$ cat src/rtl/restoring_div_pkg.sv
// Shared types and constants for the 8-by-4 restoring divider.
// Pure declarations: no logic, no latency, no flow control.
`timescale 1ns/1ps
package restoring_div_pkg;

  localparam int DIVIDEND_W = 8;
  localparam int DIVISOR_W  = 4;
  localparam int STEP_CNT_W = 3;
  localparam int PR_W       = DIVISOR_W + 1;

  localparam logic [DIVIDEND_W-1:0] DIV0_QUOTIENT = 8'hFF;

  typedef enum logic [1:0] {
    IDLE = 2'd0,
    CALC = 2'd1,
    DONE = 2'd2
  } state_t;

endpackage

$ cat src/rtl/restoring_div_if.sv
// Request/result bundle of the divider; master issues operands, slave returns results.
// Wires only: no latency; start is a pulse, with no ready signal and no queueing.
`timescale 1ns/1ps
interface restoring_div_if;
  import restoring_div_pkg::*;

  logic                  start;
  logic [DIVIDEND_W-1:0] dividend;
  logic [DIVISOR_W-1:0]  divisor;
  logic [DIVIDEND_W-1:0] quotient;
  logic [DIVISOR_W-1:0]  remainder;
  logic                  busy;
  logic                  done;
  logic                  div_err;

  modport master (
    output start, dividend, divisor,
    input  quotient, remainder, busy, done, div_err
  );

  modport slave (
    input  start, dividend, divisor,
    output quotient, remainder, busy, done, div_err
  );

endinterface

$ cat src/rtl/restoring_div_csel_sub5.sv
// 5-bit unsigned subtract a-b with carry-select upper bits; purely combinational.
// Borrow-out high means a < b. No flow control.
`timescale 1ns/1ps
module csel_sub5 (
  input  logic [4:0] a_i,
  input  logic [4:0] b_i,
  output logic [4:0] diff_o,
  output logic       borrow_o
);

  logic       br0, br1;
  logic [1:0] lo_diff;
  logic [3:0] hi_b0, hi_b1;

  // Low two bits as an explicit ripple of full subtractors.
  assign lo_diff[0] = a_i[0] ^ b_i[0];
  assign br0        = ~a_i[0] & b_i[0];
  assign lo_diff[1] = a_i[1] ^ b_i[1] ^ br0;
  assign br1        = (~a_i[1] & b_i[1]) | (~(a_i[1] ^ b_i[1]) & br0);

  // Upper three bits for both borrow-in values; bit 3 is the borrow-out.
  assign hi_b0 = {1'b0, a_i[4:2]} - {1'b0, b_i[4:2]};
  assign hi_b1 = {1'b0, a_i[4:2]} - {1'b0, b_i[4:2]} - 4'd1;

  assign diff_o   = {(br1 ? hi_b1[2:0] : hi_b0[2:0]), lo_diff};
  assign borrow_o = br1 ? hi_b1[3] : hi_b0[3];

endmodule

$ cat src/rtl/restoring_div.sv
// Unsigned 8/4 restoring divider, one quotient bit per cycle, done 9 cycles after start.
// No backpressure: start is sampled only in IDLE and ignored otherwise; divide-by-zero finishes in 1 cycle.
`timescale 1ns/1ps
module restoring_div (
  input  logic            clk,
  input  logic            rst_n,
  restoring_div_if.slave  bus
);
  import restoring_div_pkg::*;

  state_t                state_q, state_d;
  logic [STEP_CNT_W-1:0] cnt_q, cnt_d;
  logic [DIVIDEND_W-1:0] dvd_q, dvd_d;
  logic [DIVIDEND_W-1:0] quo_q, quo_d;
  logic [DIVIDEND_W-1:0] quotient_q, quotient_d;
  logic [DIVISOR_W-1:0]  dvs_q, dvs_d;
  logic [DIVISOR_W-1:0]  remainder_q, remainder_d;
  logic [PR_W-1:0]       pr_q, pr_d;
  logic                  err_q, err_d;

  logic [PR_W-1:0]       pr_shift, pr_diff, pr_step;
  logic [DIVIDEND_W-1:0] quo_step;
  logic                  borrow, accept, div0, last_step;
  logic                  busy, done;
  logic                  unused_pr_msb;

  assign accept    = (state_q == IDLE) && bus.start;
  assign div0      = (bus.divisor == '0);
  assign last_step = (cnt_q == '1);

  assign pr_shift = {pr_q[PR_W-2:0], dvd_q[DIVIDEND_W-1]};

  csel_sub5 u_sub (
    .a_i      (pr_shift),
    .b_i      ({1'b0, dvs_q}),
    .diff_o   (pr_diff),
    .borrow_o (borrow)
  );

  // Borrow means the shifted remainder was below the divisor: restore.
  assign pr_step  = borrow ? pr_shift : pr_diff;
  assign quo_step = {quo_q[DIVIDEND_W-2:0], ~borrow};

  // The restored remainder is always below the divisor, so its MSB stays 0.
  assign unused_pr_msb = pr_q[PR_W-1];

  always_ff @(posedge clk or negedge rst_n) begin
    if (!rst_n) begin
      state_q <= IDLE;
    end else begin
      state_q <= state_d;
    end
  end

  always_comb begin
    state_d = state_q;
    case (state_q)
      IDLE:    if (bus.start) state_d = div0 ? DONE : CALC;
      CALC:    if (last_step) state_d = DONE;
      DONE:    state_d = IDLE;
      default: state_d = IDLE;
    endcase
  end

  always_comb begin
    busy = (state_q == CALC);
    done = (state_q == DONE);
  end

  always_comb begin
    cnt_d       = cnt_q;
    dvd_d       = dvd_q;
    dvs_d       = dvs_q;
    pr_d        = pr_q;
    quo_d       = quo_q;
    quotient_d  = quotient_q;
    remainder_d = remainder_q;
    err_d       = err_q;
    if (accept && !div0) begin
      cnt_d = '0;
      dvd_d = bus.dividend;
      dvs_d = bus.divisor;
      pr_d  = '0;
      quo_d = '0;
    end else if (accept) begin
      quotient_d  = DIV0_QUOTIENT;
      remainder_d = bus.dividend[DIVISOR_W-1:0];
      err_d       = 1'b1;
    end else if (state_q == CALC) begin
      cnt_d = cnt_q + 1'b1;
      dvd_d = {dvd_q[DIVIDEND_W-2:0], 1'b0};
      pr_d  = pr_step;
      quo_d = quo_step;
      if (last_step) begin
        quotient_d  = quo_step;
        remainder_d = pr_step[DIVISOR_W-1:0];
        err_d       = 1'b0;
      end
    end
  end

  always_ff @(posedge clk or negedge rst_n) begin
    if (!rst_n) begin
      cnt_q       <= '0;
      dvd_q       <= '0;
      dvs_q       <= '0;
      pr_q        <= '0;
      quo_q       <= '0;
      quotient_q  <= '0;
      remainder_q <= '0;
      err_q       <= 1'b0;
    end else begin
      cnt_q       <= cnt_d;
      dvd_q       <= dvd_d;
      dvs_q       <= dvs_d;
      pr_q        <= pr_d;
      quo_q       <= quo_d;
      quotient_q  <= quotient_d;
      remainder_q <= remainder_d;
      err_q       <= err_d;
    end
  end

  assign bus.quotient  = quotient_q;
  assign bus.remainder = remainder_q;
  assign bus.busy      = busy;
  assign bus.done      = done;
  assign bus.div_err   = err_q;

endmodule

$ cat src/flat_wrapper.sv
// flat-port wrapper written by rule: the top's interface ports become plain ports
module restoring_div_flat import restoring_div_pkg::*;
  (clk, rst_n, bus_start, bus_dividend, bus_divisor, bus_quotient, bus_remainder, bus_busy, bus_done, bus_div_err);
  restoring_div_if bus_i ();
  input  logic clk;
  input  logic rst_n;
  input wire logic [$bits(bus_i.start)-1:0] bus_start;
  input wire logic [$bits(bus_i.dividend)-1:0] bus_dividend;
  input wire logic [$bits(bus_i.divisor)-1:0] bus_divisor;
  output wire logic [$bits(bus_i.quotient)-1:0] bus_quotient;
  output wire logic [$bits(bus_i.remainder)-1:0] bus_remainder;
  output wire logic [$bits(bus_i.busy)-1:0] bus_busy;
  output wire logic [$bits(bus_i.done)-1:0] bus_done;
  output wire logic [$bits(bus_i.div_err)-1:0] bus_div_err;
  assign bus_i.start = bus_start;
  assign bus_i.dividend = bus_dividend;
  assign bus_i.divisor = bus_divisor;
  assign bus_quotient = bus_i.quotient;
  assign bus_remainder = bus_i.remainder;
  assign bus_busy = bus_i.busy;
  assign bus_done = bus_i.done;
  assign bus_div_err = bus_i.div_err;
  restoring_div u_core (.clk(clk), .rst_n(rst_n), .bus(bus_i));
endmodule
$ cat config.mk
export PLATFORM = sky130hd
export DESIGN_NAME = restoring_div_flat
export DESIGN_NICKNAME = d
export VERILOG_FILES = /design/src/rtl/restoring_div_pkg.sv /design/src/rtl/restoring_div_if.sv /design/src/rtl/restoring_div_csel_sub5.sv /design/src/rtl/restoring_div.sv /design/src/flat_wrapper.sv
export SDC_FILE = /design/constraint.sdc
export NUM_CORES = 1
export LEC_CHECK = 0
export ABC_CLOCK_PERIOD_IN_PS = 3500
export BUFFER_PORTS_ARGS = -buffer_cell sky130_fd_sc_hd__buf_2
export CAP_MARGIN = 20
export CORE_MARGIN = 1.5
export CORE_UTILIZATION = 35
export DETAILED_ROUTE_END_ITERATION = 10
export GPL_TIMING_DRIVEN = 0
export PLACE_DENSITY = 0.55
export SYNTH_ARGS = -nofsm -noshare
export SYNTH_HDL_FRONTEND = slang
export SYNTH_SLANG_ARGS = --single-unit
$ cat constraint.sdc
create_clock -name clk -period 3.5 [get_ports clk]
set_input_delay 0.7 -clock clk [delete_from_list [all_inputs] [get_ports clk]]
set_output_delay 0.7 -clock clk [all_outputs]
set_load 0.01 [all_outputs]
Word-level counts from Yosys, hierarchy flattened
Cells that the tools add are included.
{ "op_classes": {"n_addsub": 3, "eq_ne": 6, "mux": 28, "n_bitwise": 12, "n_reduce_logical": 11} }
{ "ops": {"columns": ["op", "count"], "rows": [
  ["2-to-1 mux 8 bit", 6],
  ["2-to-1 mux 4 bit", 7],
  ["2-to-1 mux 7 bit", 3],
  ["2-to-1 mux 3 bit", 3],
  ["2-to-1 mux 2 bit", 4],
  ["nonzero test 2 bit", 3],
  ["NOT 1 bit", 5],
  ["logical NOT 4 bit", 1],
  ["2-to-1 mux 1 bit", 4],
  ["inequality test 2 bit (second input constant)", 2],
  ["one-hot mux 2 bit (2 select lines)", 1],
  ["AND reduction 2 bit", 2],
  ["subtractor 3 x 2 -> 4 bit", 1],
  ["subtractor 4 x 1 -> 4 bit (second input constant)", 1],
  ["adder 3 x 1 -> 3 bit (second input constant)", 1],
  ["AND 1 bit", 3],
  ["== test 3 bit (second input constant)", 1],
  ["AND reduction 3 bit", 1],
  ["XOR 1 bit", 3],
  ["== test 2 x 1 -> 1 bit (second input constant)", 1],
  ["== test 2 bit (second input constant)", 1],
  ["logical AND 1 bit", 2],
  ["logical NOT 2 bit", 1],
  ["inequality test 2 x 1 -> 1 bit (second input constant)", 1],
  ["other kinds (2)", 2]
]} }
{ "totals": {"register_bits": 41, "wordCells": 69} }

Logic depth before layout (Yosys ltp)
Gate-level depths: netlist of the first run.
{ "logic_depth": {"ltp_word": 9, "ltp_mapped": 9} }

Cells and area by module
Synthesis of the first run repeated with hierarchy kept, for this count alone.
{ "hier_totals": {"cells_unflattened": 181, "hier_area_um2": 1993.2} }
{ "modules_own_cells": {"columns": ["module", "n_inst", "cells_per_inst", "area_each_um2", "seq_area_each_um2"], "rows": [
  ["restoring_div", 1, 154, 1784.2, 1026.0],
  ["csel_sub5", 1, 27, 209.0, 0.0]
]} }

Least setup slack after synthesis of the first run
No wires, ideal clock.
{ "synth_path": {"kind": "reg2reg", "startpoint": "register u_core.pr_q[1]", "endpoint": "register u_core.remainder_q[1], in the netlist u_core.bus.remainder[1]", "setup_time_ns": 0.143, "arrival_ns": 1.904, "t_required_ns": 3.357, "slack_ns": 1.453, "stages_incl_launch_ff": 9, "path_buffers": 0, "period_less_slack_ns": 2.047, "cell_sequence": "dfrtp_1 inv_1 ha_1 fa_1 nand3b_1 nor2_2 xor2_2 mux2i_1 a31oi_1"} }
{ "synth_via": {"elab_chain_len": 7} }
{ "synth_lines": {"columns": ["item", "line_no", "source"], "rows": [
  ["from (decl)", "restoring_div.sv:18", "logic [PR_W-1:0] pr_q, pr_d;"],
  ["from (signal assigned)", "restoring_div.sv:116", "pr_q <= pr_d;"],
  ["subtractor 3 x 2 -> 4 bit (*)", "restoring_div_csel_sub5.sv:22, restoring_div_csel_sub5.sv:23", null],
  ["subtractor 4 x 1 -> 4 bit", "restoring_div_csel_sub5.sv:23", "assign hi_b1 = {1'b0, a_i[4:2]} - {1'b0, b_i[4:2]} - 4'd1;"],
  ["2-to-1 mux 1 bit (*)", "restoring_div_csel_sub5.sv:26", "assign borrow_o = br1 ? hi_b1[3] : hi_b0[3];"],
  ["2-to-1 mux 4 bit (*)", "restoring_div.sv:41", "assign pr_step = borrow ? pr_shift : pr_diff;"],
  ["2-to-1 mux 4 bit (*)", "restoring_div.sv:94", "if (last_step) begin"],
  ["2-to-1 mux 4 bit (*)", "restoring_div.sv:89", "end else if (state_q == CALC) begin"],
  ["2-to-1 mux 4 bit (*)", "restoring_div.sv:85", "end else if (accept) begin"],
  ["to (signal assigned)", "restoring_div.sv:119", "remainder_q <= remainder_d;"],
  ["to (decl)", "restoring_div.sv:17", "logic [DIVISOR_W-1:0] remainder_q, remainder_d;"]
]} }
Mark *: on every way between the ends. The rest lies on a longest branch, timed or not. The select of a mux whose other input is x is not followed.
A chain may end at the register's enable or synchronous reset.

Worst setup path in the final report of the first run
{ "layout_path": {"startpoint": "register u_core.state_q[1]", "endpoint": "output bus_busy"} }
{ "layout_via": {"elab_chain_len": 1} }
{ "layout_lines": {"columns": ["item", "line_no", "source"], "rows": [
  ["from (decl)", "restoring_div.sv:11", "state_t state_q, state_d;"],
  ["from (signal assigned)", "restoring_div.sv:51", "state_q <= state_d;"],
  ["== test 2 x 1 -> 1 bit", "restoring_div.sv:66", "busy = (state_q == CALC);"],
  ["to (decl)", "flat_wrapper.sv:12", "output wire logic [$bits(bus_i.busy)-1:0] bus_busy;"]
]} }
Every way passes these cells.

==> results.sh, run 1 <==
export IMPL_drt_wirelength_per_cell_um=15.3
export IMPL_ys_warn_count=0
export IMPL_synth_flop_cell="dfrtp_1"
export IMPL_cts_tree="built"
export IMPL_ctsResizeCount=0
export IMPL_regToRegStartpoint="u_core.pr_q[1]$_DFFE_PN0P_"
export IMPL_final_setup_viol_count=0
export IMPL_grt_ovfl_total=0
export IMPL_synthesis_area_um2=1860
export IMPL_highest_layer="met4"
export IMPL_p_total_mw=2.24
export IMPL_power_leakage_nw=1.01
export IMPL_required_ps=2800
export IMPL_worst_slew_pin_transition_ps=899
export IMPL_die_h_um=75.9
export IMPL_routed_via_density=5.03
export IMPL_io_buffers=29
export IMPL_clock_latency_ps=290
export IMPL_wl_met3_um=199
export IMPL_hp_class="reg2reg"
export IMPL_die_w_um=75.9
export IMPL_fin_tns_setup_ps=0
export IMPL_dp_worst_setup_slack_ps=1190
export IMPL_first_global_vias=1315
export IMPL_path_max_fanout=10
export IMPL_clk_path_buf_depth=2
export IMPL_drv_cap=0
export IMPL_synth_fp_nets=185
export IMPL_core_area_um2=5110
export IMPL_grt_antenna_before_repair=0
export IMPL_synth_largest_area_cell="dfrtp_1"
export IMPL_ant_nets=0
export IMPL_dr_pass1_iters=4
export IMPL_cts_clk_slew_worst_paths_ps=80
export IMPL_fp_row_count=26
export IMPL_die_area_um2=5760
export IMPL_syn_inst=163
export IMPL_synth_xor_area_share=0.0182
export IMPL_grt_first_pass_wirelength_mm=6.61
export IMPL_synth_top_family_by_area="compound AO/OA/AOI/OAI gates"
export IMPL_yosysUniqueCellTypes=36
export IMPL_ys_top_cells_by_count="dfrtp_1, nand2_1, a22o_1"
export IMPL_synthArstFlopShare=1.00
export IMPL_wl_met2_mm=1.89
export IMPL_worstHoldStart="u_core.bus.div_err$_DFFE_PN0P_"
export IMPL_h_tree_depth=2
export IMPL_dp_hpwl_mm=3.01
export IMPL_synth_top_cell_area_share=0.552
export IMPL_setup_ws_ps=1070
export IMPL_boundaryPins=30
export IMPL_syn_to_final_growth_pct=17.4
export IMPL_end_kind="primary output"
export IMPL_grt_max_degree=42
export IMPL_cp_start_kind="register"
export IMPL_routed_via_count=1353
export IMPL_clock_sink_count=41
export IMPL_period_share=0.693
export IMPL_slew_headroom=0.401
export IMPL_power_density_nw_per_um2=1030
export IMPL_synth_compound_area_frac=0.190
export IMPL_wirelength_mm=4.12
export IMPL_yosysMostFrequentCell="dfrtp_1"
export IMPL_cts_buffers=5
export IMPL_synth_mux_area_frac=0.0168
export IMPL_antenna_cells=0
export IMPL_drc_errors=0
export IMPL_initial_utilization=0.364
export IMPL_cts_hold_buf=0
export IMPL_avgSynthCellArea_um2=11.4
export IMPL_synth_seq_area_share=0.552
export IMPL_rsz0062_at_grt="false"
export IMPL_synthAdderAreaFrac=0.0552
export IMPL_report_final_slew_viol_count=0
export IMPL_synthSimpleGateAreaFrac=0.128
export IMPL_ys_ff_latch=41
export IMPL_worstSetupPathType="reg2out"
export IMPL_final_cell_area_um2=2180
export IMPL_synth_edf_count=0
export IMPL_hold_violations=0
export IMPL_track_usage=0.160
export IMPL_wl_met1_mm=1.99
export IMPL_drt_initial_drc_count=44
export IMPL_post_cts_setup_buffers=0
export IMPL_gp_congestion=0.809
export IMPL_finClkSkew_ps=8.54
export IMPL_placed_area_um2=2090
export IMPL_r2r_slack_ps=1160
export IMPL_synthTopCellsByArea="dfrtp_1, a22o_1, nand2_1"
export IMPL_startpoint="u_core.state_q[1]$_DFFE_PN0P_"
export IMPL_cts_root_buffer="clkbuf_8"
export IMPL_drive_above_1_share=0.256
export IMPL_timing_final_crit_period_ps=2430
export IMPL_vdd_ir_drop_max_mv=0.455
export IMPL_arrival_ps=1730
export IMPL_status="complete, no violations"
export IMPL_fmax_mhz=412
export IMPL_nNetsFinal=221
-- worst max-delay path: stages, from the launching register on --
cell      delay (ps)
dfrtp_1          420
nand2b_1         240
inv_1            150
clkbuf_1         400
buf_2            220
-- sequential cells by signal, indices dropped and copies added, names as in the netlist --
| name | flops |
|---|---|
| u_core.pr_q | 4 |
| u_core.cnt_q | 3 |
| u_core.bus.remainder | 4 |
| u_core.state_q | 2 |
| u_core.bus.div_err | 1 |
| u_core.bus.quotient | 8 |
| u_core.dvs_q | 4 |
| u_core.dvd_q | 8 |
| u_core.quo_q | 7 |
-- worst paths after layout --
check	endpoint	depth (start not counted)
max	bus_busy	4
min	u_core.bus.div_err$_DFFE_PN0P_	2
max reg2reg	u_core.bus.remainder[1]$_DFFE_PN0P_	8
min reg2reg	u_core.bus.div_err$_DFFE_PN0P_	2
max in group asynchronous	u_core.dvd_q[6]$_DFFE_PN0P_	1
min in group asynchronous	u_core.bus.quotient[7]$_DFFE_PN0P_	1
-- metrics by stage --
step	util	std cells	hold slack, ps
floorplan	-	163	404
finish	0.427	269	474
global placement	0.410	262	460
detailed placement	0.410	262	464
global route	0.427	269	494
CTS	0.427	269	484
-- per-layer routing --
layer	up-vias	track usage
li1	652	-
met1	660	0.214
met2	35	0.253
met3	6	0.0437
met4	0	0.0476
met5	-	0
-- cell families (layout without fill, tap and decap cells) --
logic type | after synthesis | in the layout
buffers and inverters | 15 | 51
muxes | 3 | 3
and+or+nand+nor | 48 | 48
adders and majority gates | 7 | 7
xor gates and xnor gates | 3 | 3
DFF | 41 | 41
AOI/OAI and AO/OA | 46 | 46
-- report_power, final --
part	leakage, nW	total [mW]	internal [mW]	switching (mW)
logic	0.474	1.06	0.480	0.584
clock network	0.0433	0.318	0.156	0.162
registers	0.496	0.857	0.704	0.153
-- cell usage in the layout (no fill, tap or decap), types with 3 or more instances in the layout --
cell       n
nor2_1     5
buf_2     31
nand2b_1   3
inv_1      8
ha_1       5
a22oi_1    6
a22o_1    13
dfrtp_1   41
nor2_2     3
o21ai_0   12
clkbuf_8   6
o22a_1     8
nand2_1   26
clkbuf_1   3
-- cell type report --
type | instances | area (µm²)
repair buffers | 29 | 145
clock buffers | 6 | 82.6
plain buffers | 7 | 43.8
clock inverters | 1 | 7.51
inverters | 8 | 30.0
flip-flops and latches | 41 | 1030
fillers | 508 | 2930
well taps | 70 | 87.6
multi-input cells | 107 | 759
(Power assumes the default switching activity.)
==> run 2: changes to the inputs <==
ABC_AREA = 1   (was default)
ABC_CLOCK_PERIOD_IN_PS = 2200   (was 3500)
PLACE_DENSITY = 0.57   (was 0.55)
clock period = 2.2 ns   (was 3.5 ns; I/O delays follow)
==> run 2 against run 1 <==
Net effect:
- die area increased by 4.7%
- clock-buffer cell count unchanged
- total power is 70% higher
- critical endpoint is now u_core.bus.remainder[1]$_DFFE_PN0P_
- highest routed layer unchanged
- first-iteration DRC count rose by 75%
- clock power up 100%
- largest power group unchanged
==> results.sh, run 2 <==
export IMPL_p_total_mw=3.81
export IMPL_track_usage=0.148
export IMPL_synthesis_area_um2=1950
export IMPL_hold_violations=0
export IMPL_grt_antenna_before_repair=0
export IMPL_timing_final_crit_period_ps=2070
export IMPL_final_cell_mix="nand2_1, dfrtp_1, inv_1"
export IMPL_synth_top_cell_area_share=0.526
export IMPL_nNetsFinal=273
export IMPL_fmax_mhz=484
export IMPL_initial_utilization=0.372
export IMPL_synth_largest_area_cell="dfrtp_1"
export IMPL_ys_warn_count=0
export IMPL_routed_via_density=4.61
export IMPL_ant_nets=0
export IMPL_cp_cell_sequence="inv_1, ha_2, fa_1, nand3_2, o21ai_4, nand2_4, nand2_1, nand3_1, nand2_1, nand2_1"
export IMPL_syn_inst=214
export IMPL_wirelength_mm=3.98
export IMPL_first_global_vias=1391
export IMPL_fp_row_count=26
export IMPL_boundaryPins=30
export IMPL_core_area_um2=5240
export IMPL_synth_top_family_by_area="simple AND/OR/NAND/NOR gates"
export IMPL_cts_buffers=5
export IMPL_period_share=0.939
export IMPL_gp_congestion=0.741
export IMPL_cp_slowest_cell="fa_1"
export IMPL_drv_cap=0
export IMPL_ys_ff_latch=41
export IMPL_finish_utilization=0.443
export IMPL_synth_compound_area_frac=0.139
export IMPL_dr_pass1_iters=4
export IMPL_final_common_cell="nand2_1"
export IMPL_avgSynthCellArea_um2=9.12
export IMPL_worstSetupPathType="reg2reg"
export IMPL_finClkSkew_ps=2.09
export IMPL_synth_mux_area_frac=0
export IMPL_path_max_fanout=6
export IMPL_clock_sink_count=41
export IMPL_drt_wirelength_per_cell_um=12.4
export IMPL_drive_above_1_share=0.238
export IMPL_synth_fp_nets=236
export IMPL_hp_class="in2async"
export IMPL_drc_errors=0
export IMPL_cts_root_buffer="clkbuf_8"
export IMPL_fin_tns_setup_ps=0
export IMPL_required_ps=2390
export IMPL_cts_tree="built"
export IMPL_yosysUniqueCellTypes=27
export IMPL_die_w_um=77.7
export IMPL_syn_to_final_growth_pct=18.9
export IMPL_report_final_slew_viol_count=0
export IMPL_slew_headroom=0.385
export IMPL_grt_first_pass_wirelength_mm=6.87
export IMPL_wl_met3_um=129
export IMPL_synth_edf_count=0
export IMPL_highest_layer="met4"
export IMPL_placed_area_um2=2180
export IMPL_critPathTopFamily="adder cells"
export IMPL_synth_flop_cell="dfrtp_1"
export IMPL_power_density_nw_per_um2=1640
export IMPL_synthSimpleGateAreaFrac=0.188
export IMPL_end_kind="register"
export IMPL_clock_latency_ps=290
export IMPL_die_area_um2=6030
export IMPL_cpPeakStageDelay_ps=580
export IMPL_die_h_um=77.7
export IMPL_worst_slew_pin_transition_ps=922
export IMPL_cts_clk_slew_worst_paths_ps=80
export IMPL_grt_ovfl_total=0
export IMPL_clk_path_buf_depth=2
export IMPL_status="complete, no violations"
export IMPL_cp_start_kind="register"
export IMPL_arrival_ps=2250
export IMPL_wl_met1_mm=2.07
export IMPL_final_setup_viol_count=0
export IMPL_power_leakage_nw=1.17
export IMPL_synthArstFlopShare=1.00
export IMPL_wl_met2_mm=1.73
export IMPL_synthAdderAreaFrac=0.0526
export IMPL_path_buf_inv=1
export IMPL_ys_top_cells_by_count="nand2_1, dfrtp_1, inv_1"
export IMPL_final_cell_area_um2=2320
export IMPL_hold_slack_ps=279
export IMPL_routed_via_count=1486
export IMPL_io_buffers=29
export IMPL_yosysMostFrequentCell="nand2_1"
export IMPL_synth_seq_area_share=0.526
export IMPL_dp_hpwl_mm=2.84
export IMPL_antenna_cells=0
export IMPL_synthTopCellsByArea="dfrtp_1, nand2_1, inv_1"
export IMPL_cts_hold_buf=0
export IMPL_h_tree_depth=2
export IMPL_grt_max_degree=42
export IMPL_crit_top_cell="nand2_1"
export IMPL_synth_xor_area_share=0.00449
export IMPL_drt_initial_drc_count=77
export IMPL_vdd_ir_drop_max_mv=0.593
## run 2: final cells by class
class	count	area (µm²)
Buffer	4	25.0
Timing Repair Buffer	30	153
Clock inverter	2	37.5
Tap cell	70	87.6
Multi-Input combinational cell	130	756
Fill cell	522	2920
Clock buffer	6	82.6
Sequential cell	41	1030
Inverter	39	151
## run 2: final timing paths
check                                                 endpoint  slack (ps)                                 from  depth (start not counted)
max                        u_core.bus.remainder[1]$_DFFE_PN0P_         130           u_core.pr_q[1]$_DFFE_PN0P_                         10
min                                u_core.dvs_q[2]$_DFFE_PN0P_         280                                rst_n                          1
max reg2reg                u_core.bus.remainder[1]$_DFFE_PN0P_         130           u_core.pr_q[1]$_DFFE_PN0P_                         10
min reg2reg                u_core.bus.remainder[1]$_DFFE_PN0P_         480  u_core.bus.remainder[1]$_DFFE_PN0P_                          2
max in group asynchronous   u_core.bus.quotient[5]$_DFFE_PN0P_        1350                                rst_n                          1
min in group clk                   u_core.dvd_q[5]$_DFFE_PN0P_         360                      bus_dividend[5]                          3
## run 2: cells by family (layout without fill, tap and decap cells)
kind of cell | Yosys count | in the layout
AND/OR/NAND/NOR | 80 | 80
XOR/XNOR | 1 | 1
AO/OA/AOI/OAI | 42 | 42
buffers and inverters | 43 | 81
flip-flops | 41 | 41
adder cells (fa/ha/maj) | 7 | 7
## run 2: power breakdown
group	leakage, nW	total [mW]	switching, mW	internal, mW
clock network	0.0574	0.636	0.267	0.369
registers	0.495	1.26	0.158	1.10
logic	0.617	1.91	1.17	0.744
## run 2: repair_timing
action | CTS | global route
setup endpoints to repair | 0 | 6
setup buffers | 0 | 1
endpoints found under the hold margin | 0 | 0
resized for setup | 0 | 3
## run 2: routing by layer
metal	GRT usage	up-vias
met1	0.208	703
met5	0	-
met2	0.221	21
met4	0.0491	0
met3	0.0376	5
li1	-	757
## run 2: stage by stage
step / setup WS (ps) / instances
2_1_floorplan: 356 / 214
3_3_place_gp: 172 / 313
3_5_place_dp: 153 / 313
4_1_cts: 134 / 321
5_1_grt: -4.67 / 322
6_report: 135 / 322
## run 2: worst register-to-register path, delay by kind of cell (launching register included)
family                   cells  cell delay, ps
AO/OA/AOI/OAI                1             240
AND/OR/NAND/NOR              6             530
adder cells (fa/ha/maj)      2             780
buffers and inverters        1              70
flip-flops                   1             350
